[src/rtl/iob_soc_sut_mem_arbiter_pkg.sv]
// Shared definitions for the two-master external-memory arbiter.
//   - FSM state encoding (IDLE / REQ / RESP)
//   - number of requesters sharing the memory port
package iob_soc_sut_mem_arbiter_pkg;

    localparam int NUM_MASTERS = 2;

    typedef enum logic [1:0] {
        IDLE = 2'd0,  // nobody granted, waiting for a request
        REQ  = 2'd1,  // request of master sel forwarded to memory
        RESP = 2'd2   // read accepted, waiting for memory read data
    } state_t;

endpackage

[src/rtl/iob_reg.sv]
// Generic register with asynchronous active-high reset and clock enable.
// Ports:
//   clk_i   - clock
//   arst_i  - asynchronous reset, loads RST_VAL
//   cke_i   - clock enable; register holds while low
//   data_i  - next value
//   data_o  - registered value
module iob_reg #(
    parameter int                DATA_W  = 1,
    parameter logic [DATA_W-1:0] RST_VAL = '0
) (
    input  logic              clk_i,
    input  logic              arst_i,
    input  logic              cke_i,
    input  logic [DATA_W-1:0] data_i,
    output logic [DATA_W-1:0] data_o
);

    logic [DATA_W-1:0] data_q;

    always_ff @(posedge clk_i or posedge arst_i) begin
        if (arst_i) begin
            data_q <= RST_VAL;
        end else if (cke_i) begin
            data_q <= data_i;
        end
    end

    assign data_o = data_q;

endmodule

[src/rtl/iob_soc_sut_mem_arbiter_rr_pick.sv]
// Combinational round-robin next-owner selection.
// Ports:
//   valid_i - request valids, bit N = master N
//   last_i  - master served most recently
//   sel_o   - master to grant next (only meaningful when any valid is high)
module iob_soc_sut_rr_pick
    import iob_soc_sut_mem_arbiter_pkg::*;
(
    input  logic [NUM_MASTERS-1:0] valid_i,
    input  logic                   last_i,
    output logic                   sel_o
);

    // A lone requester always wins; on a tie the master that was not
    // served last gets the port, which is what keeps a streaming master
    // from starving the other one.
    always_comb begin
        sel_o = 1'b0;
        unique case (valid_i)
            2'b01:   sel_o = 1'b0;
            2'b10:   sel_o = 1'b1;
            2'b11:   sel_o = ~last_i;
            default: sel_o = 1'b0;
        endcase
    end

endmodule

[src/rtl/iob_soc_sut_mem_arbiter.sv]
// Two-master round-robin arbiter sharing one IOb-native memory port.
// Master 0 is the SUT cache back-end, master 1 a DMA peripheral. Only one
// transaction is in flight; a read keeps the grant until its data returns.
// Ports:
//   clk_i, cke_i, arst_i      - clock, clock enable, async active-high reset
//   mN_iob_*_i / mN_iob_*_o   - IOb-native slave ports for master 0 and 1
//   s_iob_*_o / s_iob_*_i     - IOb-native master port towards memory
//   grant_o                   - one-hot current owner, 0 while idle
module iob_soc_sut_mem_arbiter #(
    parameter int ADDR_W = 32,
    parameter int DATA_W = 32
) (
    input  logic                  clk_i,
    input  logic                  cke_i,
    input  logic                  arst_i,

    input  logic                  m0_iob_valid_i,
    input  logic [ADDR_W-1:0]     m0_iob_addr_i,
    input  logic [DATA_W-1:0]     m0_iob_wdata_i,
    input  logic [DATA_W/8-1:0]   m0_iob_wstrb_i,
    output logic                  m0_iob_ready_o,
    output logic                  m0_iob_rvalid_o,
    output logic [DATA_W-1:0]     m0_iob_rdata_o,

    input  logic                  m1_iob_valid_i,
    input  logic [ADDR_W-1:0]     m1_iob_addr_i,
    input  logic [DATA_W-1:0]     m1_iob_wdata_i,
    input  logic [DATA_W/8-1:0]   m1_iob_wstrb_i,
    output logic                  m1_iob_ready_o,
    output logic                  m1_iob_rvalid_o,
    output logic [DATA_W-1:0]     m1_iob_rdata_o,

    output logic                  s_iob_valid_o,
    output logic [ADDR_W-1:0]     s_iob_addr_o,
    output logic [DATA_W-1:0]     s_iob_wdata_o,
    output logic [DATA_W/8-1:0]   s_iob_wstrb_o,
    input  logic                  s_iob_ready_i,
    input  logic                  s_iob_rvalid_i,
    input  logic [DATA_W-1:0]     s_iob_rdata_i,

    output logic [1:0]            grant_o
);

    import iob_soc_sut_mem_arbiter_pkg::*;

    localparam int STRB_W = DATA_W / 8;

    logic [1:0]             state_q, state_d;
    logic                   sel_q, sel_d;
    logic                   last_q, last_d;
    logic                   pick_sel;

    logic [NUM_MASTERS-1:0] m_valid;
    logic [ADDR_W-1:0]      m_addr  [NUM_MASTERS];
    logic [DATA_W-1:0]      m_wdata [NUM_MASTERS];
    logic [STRB_W-1:0]      m_wstrb [NUM_MASTERS];
    logic [NUM_MASTERS-1:0] m_ready;
    logic [NUM_MASTERS-1:0] m_rvalid;
    logic [NUM_MASTERS-1:0] grant;

    // Gather the discrete master ports into indexable arrays.
    assign m_valid    = {m1_iob_valid_i, m0_iob_valid_i};
    assign m_addr[0]  = m0_iob_addr_i;
    assign m_addr[1]  = m1_iob_addr_i;
    assign m_wdata[0] = m0_iob_wdata_i;
    assign m_wdata[1] = m1_iob_wdata_i;
    assign m_wstrb[0] = m0_iob_wstrb_i;
    assign m_wstrb[1] = m1_iob_wstrb_i;

    // Read data is shared; rvalid alone tells a master the data is for it.
    assign m0_iob_rdata_o  = s_iob_rdata_i;
    assign m1_iob_rdata_o  = s_iob_rdata_i;
    assign m0_iob_ready_o  = m_ready[0];
    assign m1_iob_ready_o  = m_ready[1];
    assign m0_iob_rvalid_o = m_rvalid[0];
    assign m1_iob_rvalid_o = m_rvalid[1];
    assign grant_o         = grant;

    iob_soc_sut_rr_pick u_pick (
        .valid_i (m_valid),
        .last_i  (last_q),
        .sel_o   (pick_sel)
    );

    always_comb begin
        state_d       = state_q;
        sel_d         = sel_q;
        last_d        = last_q;
        s_iob_valid_o = 1'b0;
        s_iob_addr_o  = '0;
        s_iob_wdata_o = '0;
        s_iob_wstrb_o = '0;
        m_ready       = '0;
        m_rvalid      = '0;
        grant         = '0;

        case (state_q)
            IDLE: begin
                if (|m_valid) begin
                    sel_d   = pick_sel;
                    state_d = REQ;
                end
            end

            REQ: begin
                grant[sel_q]   = 1'b1;
                s_iob_valid_o  = m_valid[sel_q];
                s_iob_addr_o   = m_addr[sel_q];
                s_iob_wdata_o  = m_wdata[sel_q];
                s_iob_wstrb_o  = m_wstrb[sel_q];
                m_ready[sel_q] = s_iob_ready_i;
                if (!m_valid[sel_q]) begin
                    // Requester withdrew before acceptance: abandon the
                    // slot without counting it as served.
                    state_d = IDLE;
                end else if (s_iob_ready_i) begin
                    if (|m_wstrb[sel_q]) begin
                        last_d  = sel_q;
                        state_d = IDLE;
                    end else begin
                        state_d = RESP;
                    end
                end
            end

            RESP: begin
                grant[sel_q] = 1'b1;
                if (s_iob_rvalid_i) begin
                    m_rvalid[sel_q] = 1'b1;
                    last_d          = sel_q;
                    state_d         = IDLE;
                end
            end

            default: begin
                state_d = IDLE;
            end
        endcase
    end

    iob_reg #(.DATA_W(2), .RST_VAL(IDLE)) u_state_reg (
        .clk_i  (clk_i),
        .arst_i (arst_i),
        .cke_i  (cke_i),
        .data_i (state_d),
        .data_o (state_q)
    );

    iob_reg #(.DATA_W(1), .RST_VAL(1'b0)) u_sel_reg (
        .clk_i  (clk_i),
        .arst_i (arst_i),
        .cke_i  (cke_i),
        .data_i (sel_d),
        .data_o (sel_q)
    );

    // Reset to 1 so master 0 wins the first tie after reset.
    iob_reg #(.DATA_W(1), .RST_VAL(1'b1)) u_last_reg (
        .clk_i  (clk_i),
        .arst_i (arst_i),
        .cke_i  (cke_i),
        .data_i (last_d),
        .data_o (last_q)
    );

endmodule

[config.mk]
export PLATFORM = sky130hd
export DESIGN_NAME = iob_soc_sut_mem_arbiter
export DESIGN_NICKNAME = d
export VERILOG_FILES = /design/src/rtl/iob_soc_sut_mem_arbiter_pkg.sv /design/src/rtl/iob_reg.sv /design/src/rtl/iob_soc_sut_mem_arbiter_rr_pick.sv /design/src/rtl/iob_soc_sut_mem_arbiter.sv
export SDC_FILE = /design/constraint.sdc
export NUM_CORES = 1
export LEC_CHECK = 0
export BUFFER_PORTS_ARGS = -buffer_cell sky130_fd_sc_hd__buf_2
export CAP_MARGIN = 20
export CORE_AREA = 10 10 114 116
export DETAILED_ROUTE_END_ITERATION = 10
export DIE_AREA = 0 0 124 126
export PLACE_DENSITY = 0.59
export SKIP_CTS_REPAIR_TIMING = 1
export SLEW_MARGIN = 20
export SYNTH_ARGS = -nofsm -noshare
export SYNTH_HDL_FRONTEND = slang
export SYNTH_HIERARCHICAL = 1
export SYNTH_SLANG_ARGS = --single-unit
[constraint.sdc]
create_clock -name clk_i -period 1.9 [get_ports clk_i]
set_input_delay 0 -clock clk_i [delete_from_list [all_inputs] [get_ports clk_i]]
set_output_delay 0 -clock clk_i [all_outputs]
set_load 0.1 [all_outputs]
==> results.md, run 1 <==
- In the global route stage, met2 resource usage came out at 23.17%.
- The actual transition at the worst max-transition pin is 502.6 ps.
- The vias per cell is 4.238.
- Compared with the post-synthesis result, the final layout area differs by 96.19%.
- The number of buffers on the longest clock path is 2.
- The number of max-slew violations in the final report is 0.
- The total clock buffers created by CTS is 3.
- For this run, the top clock speed supported by timing is 532.8 MHz.
- Of all nets on the critical path, the largest fanout is 6.
- Clock latency on the worst-skew pair, taken at its later pin, is 220 ps.
- The smallest clock period supported by the final layout is computed as 1877 ps.
- Summing all multi-input logic gate instances after layout gives 1617 sq um.
- In this run the number of H-tree levels came out at 1.
- In this run, distinct cell masters in the synthesized netlist total 30.
- After synthesis, the share of flip-flops with an asynchronous set or reset is 100.0%.
- The placer's final routability congestion estimate is 0.8394.
- The share of the core filled with cells is 39.12%.
- The count of warnings emitted by yosys is 6.
- Counting every net in the synthesized netlist gives 448.
- The instance area after placement is 4126 sq um.
- Detailed routing inserted a total of 2348 vias.
- The detail route stage leaves a number of antenna-violating nets equal to 0.
- Measured along the x axis, the die boundary spans 124 microns.
- The fraction of layout instances using a drive strength above 1 is 74.15%.
- The filler cells instantiated in the layout total 1033.
- Input and output buffers added on the ports amount to 217.
- The floorplan has 38 rows.
- The sequential cells in the finished layout cover a total of 105.1 sq um.
- The setup TNS is 0 ps.
- The final non-filler cell area is 4185 sq um.
- The worst setup path is captured at a register.
- In this run the tightest slew margin relative to its limit is 66.72%.
- Summed over all layers, the global routing overflow is 0.
- For the final database, setup skew stands at 1.545 ps.
- The post-synthesis instance total is 269.
- The leading register cell type out of synthesis is sky130_fd_sc_hd__dfrtp_1.
- The total setup violations reported at the end of the flow is 0.
- The startpoint type of the worst setup path is a register.
- The final-report hold violation count is 0.
- In this run the worst hold path is classified as in -> out.
- The wire length of the first global-routing pass is 15210 microns.
- TritonCTS built the clock tree.
- The vertical extent of the die is 126 microns.
- Wires add up to 10130 microns.
- The portion of the clock cycle consumed by the worst path in the final layout is 98.78%.
- Of the synthesized area, sequential elements account for 4.751%.
- The kind of critical path is reg -> reg.
- Dividing the detail-routed wire length by the instance count gives 18.28 microns.
- Sorting the synthesized cells by area gives the leading types as sky130_fd_sc_hd__mux2i_1, sky130_fd_sc_hd__buf_4, sky130_fd_sc_hd__nor2b_1.
- Entering global routing, the biggest net connects 40 pins.
- The initial antenna violation count came to 0.
- The number of flip-flops and latches in the synthesized netlist is 4.
- Once the floorplan was initialized, standard cells occupied 19.94% of the core.
- The number of global-route vias before repair is 2797.
- The number of top-level design ports is 314.
- The number of antenna diodes in the final layout is 0.
- The global-route met1 utilization is 11.33%.
- The mapped cell area is 2133 sq um.
- The tree is rooted in a sky130_fd_sc_hd__clkbuf_8.
- Averaged over all synthesized cells, the footprint is 7.930 sq um.
- Clock-pin slew was measured on the worst setup and hold paths at 30 ps.
- The DRC violation count after routing is 0.
- The met3 layer usage reported by global route is 4.558%.
- The area of the die is 15620 sq um.
- The data required time at the worst endpoint is 2060 ps.
- Across the run, the number of max-cap violations was 0.
- The arrival time of data at the critical path endpoint is 2030 ps.
- Clock tree synthesis found a total of 4 sinks.
- The starting DRC count in detailed routing is 58.
- The detailed placer's ending HPWL is 9172 microns.
- The number of enable-type register cells in the synthesized netlist is 0.
- The run finished with clean final reports.
- Of all cell types, the one taking the most synthesized area is sky130_fd_sc_hd__mux2i_1.
- The area of the core is 10700 sq um.
- The share of synthesized area in the top cell type comes to 32.38%.
- Before antenna repair, the detailed router went through 4 iterations.
- Across every metal layer, demand over resource in global routing totals 12.07%.
- For this run, the post-layout net count is 594.
- The layer flagged by global routing as most heavily used is met2.
[final cells by class]
type,instances,share of cell area (%)
clock buffers,4,1.076
inverters,6,0.5381
well taps,140,4.185
repair buffers,222,53.06
multi-input cells,178,38.62
flip-flops and latches,4,2.511
[cell usage in the layout, fill, tap and decap left out]
cell type,synthesis,layout
sky130_fd_sc_hd__a211oi_1,1,1
sky130_fd_sc_hd__a21boi_2,1,1
sky130_fd_sc_hd__a21oi_1,1,1
sky130_fd_sc_hd__a22oi_1,1,1
sky130_fd_sc_hd__a2bb2oi_1,1,1
sky130_fd_sc_hd__and2b_1,1,1
sky130_fd_sc_hd__and3_1,2,2
sky130_fd_sc_hd__buf_12,0,73
sky130_fd_sc_hd__buf_2,2,146
sky130_fd_sc_hd__buf_4,71,1
sky130_fd_sc_hd__buf_6,1,1
sky130_fd_sc_hd__clkbuf_1,7,1
sky130_fd_sc_hd__clkbuf_8,0,3
sky130_fd_sc_hd__dfrtp_1,3,2
sky130_fd_sc_hd__dfrtp_4,0,1
sky130_fd_sc_hd__dfstp_2,1,1
sky130_fd_sc_hd__dlygate4sd3_1,0,1
sky130_fd_sc_hd__ha_1,4,3
sky130_fd_sc_hd__ha_2,0,1
sky130_fd_sc_hd__inv_1,6,6
sky130_fd_sc_hd__mux2_2,3,3
sky130_fd_sc_hd__mux2_4,2,2
sky130_fd_sc_hd__mux2i_1,69,69
sky130_fd_sc_hd__nand2_1,3,3
sky130_fd_sc_hd__nand2b_1,1,1
sky130_fd_sc_hd__nand3_1,2,2
sky130_fd_sc_hd__nor2_1,5,3
sky130_fd_sc_hd__nor2_2,0,2
sky130_fd_sc_hd__nor2b_2,0,69
sky130_fd_sc_hd__nor2b_4,0,1
sky130_fd_sc_hd__nor3_2,1,1
sky130_fd_sc_hd__nor3b_1,2,2
sky130_fd_sc_hd__nor4_2,1,1
sky130_fd_sc_hd__o21ai_0,1,1
sky130_fd_sc_hd__o21ai_1,3,3
sky130_fd_sc_hd__o31ai_1,2,2
sky130_fd_sc_hd__or4_1,1,1
[flip-flops by register name, indices dropped and copies added, names as in the netlist]
| register | count |
|---|---|
| u_last_reg/data_o | 1 |
| u_sel_reg/data_o | 1 |
| u_state_reg/data_o | 2 |
[synth_stat cells (2+ instances only)]
cell                       number
sky130_fd_sc_hd__o31ai_1        2
sky130_fd_sc_hd__mux2i_1       69
sky130_fd_sc_hd__dfrtp_1        3
sky130_fd_sc_hd__nor3b_1        2
sky130_fd_sc_hd__nor2b_1       70
sky130_fd_sc_hd__o21ai_1        3
sky130_fd_sc_hd__nand3_1        2
sky130_fd_sc_hd__inv_1          6
sky130_fd_sc_hd__buf_4         71
sky130_fd_sc_hd__nor2_1         5
sky130_fd_sc_hd__nand2_1        3
sky130_fd_sc_hd__and3_1         2
sky130_fd_sc_hd__clkbuf_1       7
sky130_fd_sc_hd__mux2_4         2
sky130_fd_sc_hd__buf_2          2
sky130_fd_sc_hd__mux2_2         3
sky130_fd_sc_hd__ha_1           4
[metrics by stage]
step | worst slack, ps | std cells | hold WS, ps
floorplan | -146.7 | 269 | -271.3
global placement | 265.6 | 549 | -131.8
detailed placement | 140.8 | 549 | -129.9
CTS | 84.96 | 553 | -367.3
global route | -1.843 | 554 | 0.2267
finish | 23.21 | 554 | 0.04872
[worst max-delay path, cell delays in order (launching register included)]
cell,delay (ps)
sky130_fd_sc_hd__dfrtp_1,420
sky130_fd_sc_hd__inv_1,130
sky130_fd_sc_hd__ha_2,270
sky130_fd_sc_hd__nor3b_1,340
sky130_fd_sc_hd__a211oi_1,120
sky130_fd_sc_hd__o31ai_1,300
sky130_fd_sc_hd__mux2_2,230
[layer usage]
metal	wire [microns]	share of wire, %	vias to the layer above
met3	1166	12	36
li1	-	-	1123
met2	5528	55	138
met4	209	2.1	0
met1	3224	32	1051
met5	0	0	-
[logic make-up (layout without fill, tap and decap cells)]
kind of cell	after synthesis	after routing	synth area share, %
muxes	74	74	35.37
DFF	4	4	4.751
AOI/OAI and AO/OA	11	11	3.518
and+or+nand+nor	89	89	25.75
buffers and inverters	87	232	28.27
adders and majority gates	4	4	2.346
[final timing paths]
kind | start | endpoint | slack (ps) | cells after the start
hold / removal | s_iob_rdata_i[20] | m1_iob_rdata_o[20] | 0.05 | 0
max in group asynchronous | arst_i | u_last_reg/data_o | 1510 | 3
hold reg to reg | u_state_reg/data_o[0] | u_state_reg/data_o[0] | 630 | 1
setup / recovery | u_state_reg/data_o[1] | u_state_reg/data_o[1] | 20 | 6
setup reg to reg | u_state_reg/data_o[1] | u_state_reg/data_o[1] | 20 | 6
min in group asynchronous | arst_i | u_sel_reg/data_o | 190 | 3
Power of run 1 is left out: the tool's default activity adds up to more than one toggle a clock period on the data nets, which glitch-free logic cannot reach.
==> run 2, diff against run 1 <==
--- a/config.mk
+++ b/config.mk
@@ -10,7 +10,7 @@
 export CORE_AREA = 10 10 114 116
 export DETAILED_ROUTE_END_ITERATION = 10
 export DIE_AREA = 0 0 124 126
-export PLACE_DENSITY = 0.59
+export PLACE_DENSITY = 0.57
 export SKIP_CTS_REPAIR_TIMING = 1
 export SLEW_MARGIN = 20
 export SYNTH_ARGS = -nofsm -noshare
==> run 2 against run 1 <==
Against the previous run:
- sequential share of layout area hardly changed
- setup slack better by 110 ps
- critical path depth is 1 lower
- global-route usage is 0.64 points lower
- first-iteration DRC count is 34% lower
- utilization is 0.13 points higher
- maximum frequency is 6.3% higher
- clock skew is 0.79 ps higher
- count of clock-buffer cells in the layout stayed put
==> results.md, run 2 (same netlist as run 1, synthesis figures left out) <==
- The flow ran to the end, and the final reports show no timing, DRC or antenna violations.
- The DRC violation count after routing is 0 (unchanged).
- The actual transition at the worst max-transition pin is 495.7 ps (-6.875 ps).
- The post-layout worst setup margin is 134.1 ps (+110.9 ps).
- The number of buffers on the longest clock path is 2 (unchanged).
- The detailed-routed wire length on met3 is 1282 microns (+9.9%).
- The placer's final routability congestion estimate is 0.8287 (-1.3%).
- Relative to the synthesized area, the layout overhead comes to 96.83%.
- The biggest fanout along the worst timing path came to 38 (+32).
- The startpoint type of the worst setup path is a register.
- The library cells used most frequently in the layout, excluding fill and tap cells, are sky130_fd_sc_hd__buf_2, sky130_fd_sc_hd__buf_12, sky130_fd_sc_hd__mux2i_1, sky130_fd_sc_hd__nor2b_2, sky130_fd_sc_hd__inv_1.
- The effective utilization at floorplan is 19.94% (unchanged).
- The clock latency on the worst-skew pair was 220 ps (about the same).
- The portion of the clock cycle consumed by the worst path in the final layout is 92.94% (-5.8 points).
- The number of optimization iterations in the first detailed-route pass is 4 (unchanged).
- The starting DRC count in detailed routing came to 38 (-34%).
- The slowest stage of the critical path is the sky130_fd_sc_hd__dfrtp_1 cell.
- The vertical extent of the die was 126 microns (unchanged).
- The total clock buffers created by CTS is 3 (unchanged).
- The pre-CTS setup slack came to 168.8 ps (+28.01 ps).
- The total setup violations reported at the end of the flow is 0 (unchanged).
- The minimum clock period after layout is 1766 ps (-110.9 ps).
- The pin count of the biggest net entering global routing came to 39 (-2.5%).
- The maximum level of the CTS H-tree is 1 (unchanged).
- The topmost layer with routed signal wires is met4.
- The detailed-route wire length per cell is 17.41 microns (-4.7%).
- The area of the die is 15620 sq um (unchanged).
- The post-route met1 wirelength came to 3038 microns (-5.8%).
- Leaving out fill and tap cells, the most frequent cell in the layout is sky130_fd_sc_hd__buf_2.
- The delay of the slowest cell on the worst path is 400 ps (-20 ps).
- The TritonCTS clock tree is built.
- The flop-to-flop setup slack is 150 ps (+130 ps).
- The count of maximum capacitance violations is 0 (unchanged).
- The number of top-level design ports is 314 (unchanged).
- The number of max-slew violations in the final report was 0 (unchanged).
- The number of port buffers was 217 (unchanged).
- The number of flip-flops under the largest register name is 2 (unchanged).
- The vias per cell is 4.218 (-0.48%).
- The total number of clock tree sinks is 4 (unchanged).
- The sum of overflow across all layers after global routing is 0 (unchanged).
- The die width is 124 microns (unchanged).
- The setup clock skew after layout came to 2.339 ps (+0.7937 ps).
- The number of vias in the routed layout is 2341 (-0.30%).
- The fraction of layout instances using a drive strength above 1 is 74.15% (unchanged).
- The arrival time of data at the critical path endpoint was 1770 ps (-260 ps).
- The initial antenna violation count came to 1 (+1).
- The highest attainable clock frequency is 566.3 MHz (+6.3%).
- In this run the critical register-to-register path is captured at u_last_reg/data_o.
- The number of core rows is 38 (unchanged).
- The number of nets in the finished design is 594 (unchanged).
- By startpoint and endpoint, the worst setup path is classified as reg -> out.
- The total detailed-routing wirelength was 9665 microns (-4.6%).
- The met2 routed wirelength came to 5088 microns (-8.0%).
- The data required time at the worst endpoint is 1900 ps (-160 ps).
- The final-report hold violation count is 0 (unchanged).
- The detailed placer's ending HPWL is 8711 microns (-5.0%).
- The worst hold-check path type is in -> out.
- The sort of element at the end of the critical path is an output port.
- The number of global-route vias before repair is 2806 (+0.32%).
- The remaining antenna violation count was 0 (unchanged).
- The worst slew margin relative to its limit is 67.18% (+0.46 points).
- The worst-case reg-to-reg path depth was 7 (+1).
- The startpoint of the worst hold path is s_iob_rdata_i[30].
- Traced cell by cell, the critical path runs through inv_1 > ha_2 > buf_4 > nor2b_2 > buf_12.
- The hold-critical path endpoint is m1_iob_rdata_o[30].
- The global-route usage over all layers is 11.44% (-0.64 points).
- The worst register-to-register path begins at u_state_reg/data_o[0].
- Setup repair after global routing left no endpoint under its margin.
- The tree is rooted in a sky130_fd_sc_hd__clkbuf_8.
- The area of the core came to 10700 sq um (unchanged).
- The register clock-pin slew on the reported worst setup and hold paths is 30 ps (about the same).
- The wire length of the first global-routing pass is 14690 microns (-3.4%).
- The instance count along the most critical hold path is 0 (unchanged).
-- run 2: critical path, delay by kind of cell (launching register included) --
family                     cells  cell delay [ps]
and+or+nand+nor                1              260
adders and majority gates      1              250
DFF                            1              400
buffers and inverters          3              610
-- run 2: cell type report --
| type | instances | area [sq um] |
|---|---|---|
| Antenna cell | 1 | 2.502 |
| Sequential cell | 4 | 105.1 |
| Timing Repair Buffer | 222 | 2232 |
| Fill cell | 1075 | 6499 |
| Clock buffer | 4 | 45.04 |
| Tap cell | 140 | 175.2 |
| Multi-Input combinational cell | 178 | 1617 |
| Inverter | 6 | 22.52 |
-- run 2: how the worst max path moves through the flow --
stage                          start                end  slack (ps)  cells past startpoint
3_5_place_dp   u_state_reg/data_o[0]  u_last_reg/data_o         170                      7
3_3_place_gp   u_state_reg/data_o[0]  u_last_reg/data_o         220                      7
6_report       u_state_reg/data_o[1]  s_iob_wdata_o[12]         130                      5
4_1_cts        u_state_reg/data_o[1]   s_iob_wdata_o[3]         120                      5
2_1_floorplan  u_state_reg/data_o[0]  u_last_reg/data_o        -150                      7
5_1_grt        u_state_reg/data_o[0]  u_last_reg/data_o           8                      7
-- run 2: per-stage QoR --
stage          hold slack [ps]  setup TNS, ps  std cells  area (sq um)  utilization (%)
5_1_grt                 0.2175              0        554          4197            39.23
6_report               0.04834              0        555          4199            39.25
3_3_place_gp            -137.4              0        549          4141            38.71
3_5_place_dp            -131.6              0        549          4141            38.71
2_1_floorplan           -271.3         -146.7        269          2318                -
4_1_cts                 -364.0              0        553          4187            39.13
-- run 2: per-layer routing --
metal	vias up	track usage [%]
met1	1044	10.09
li1	1120	-
met5	-	0
met4	0	4.472
met3	34	5.317
met2	143	21.61
Power of run 2 is left out for the same reason.
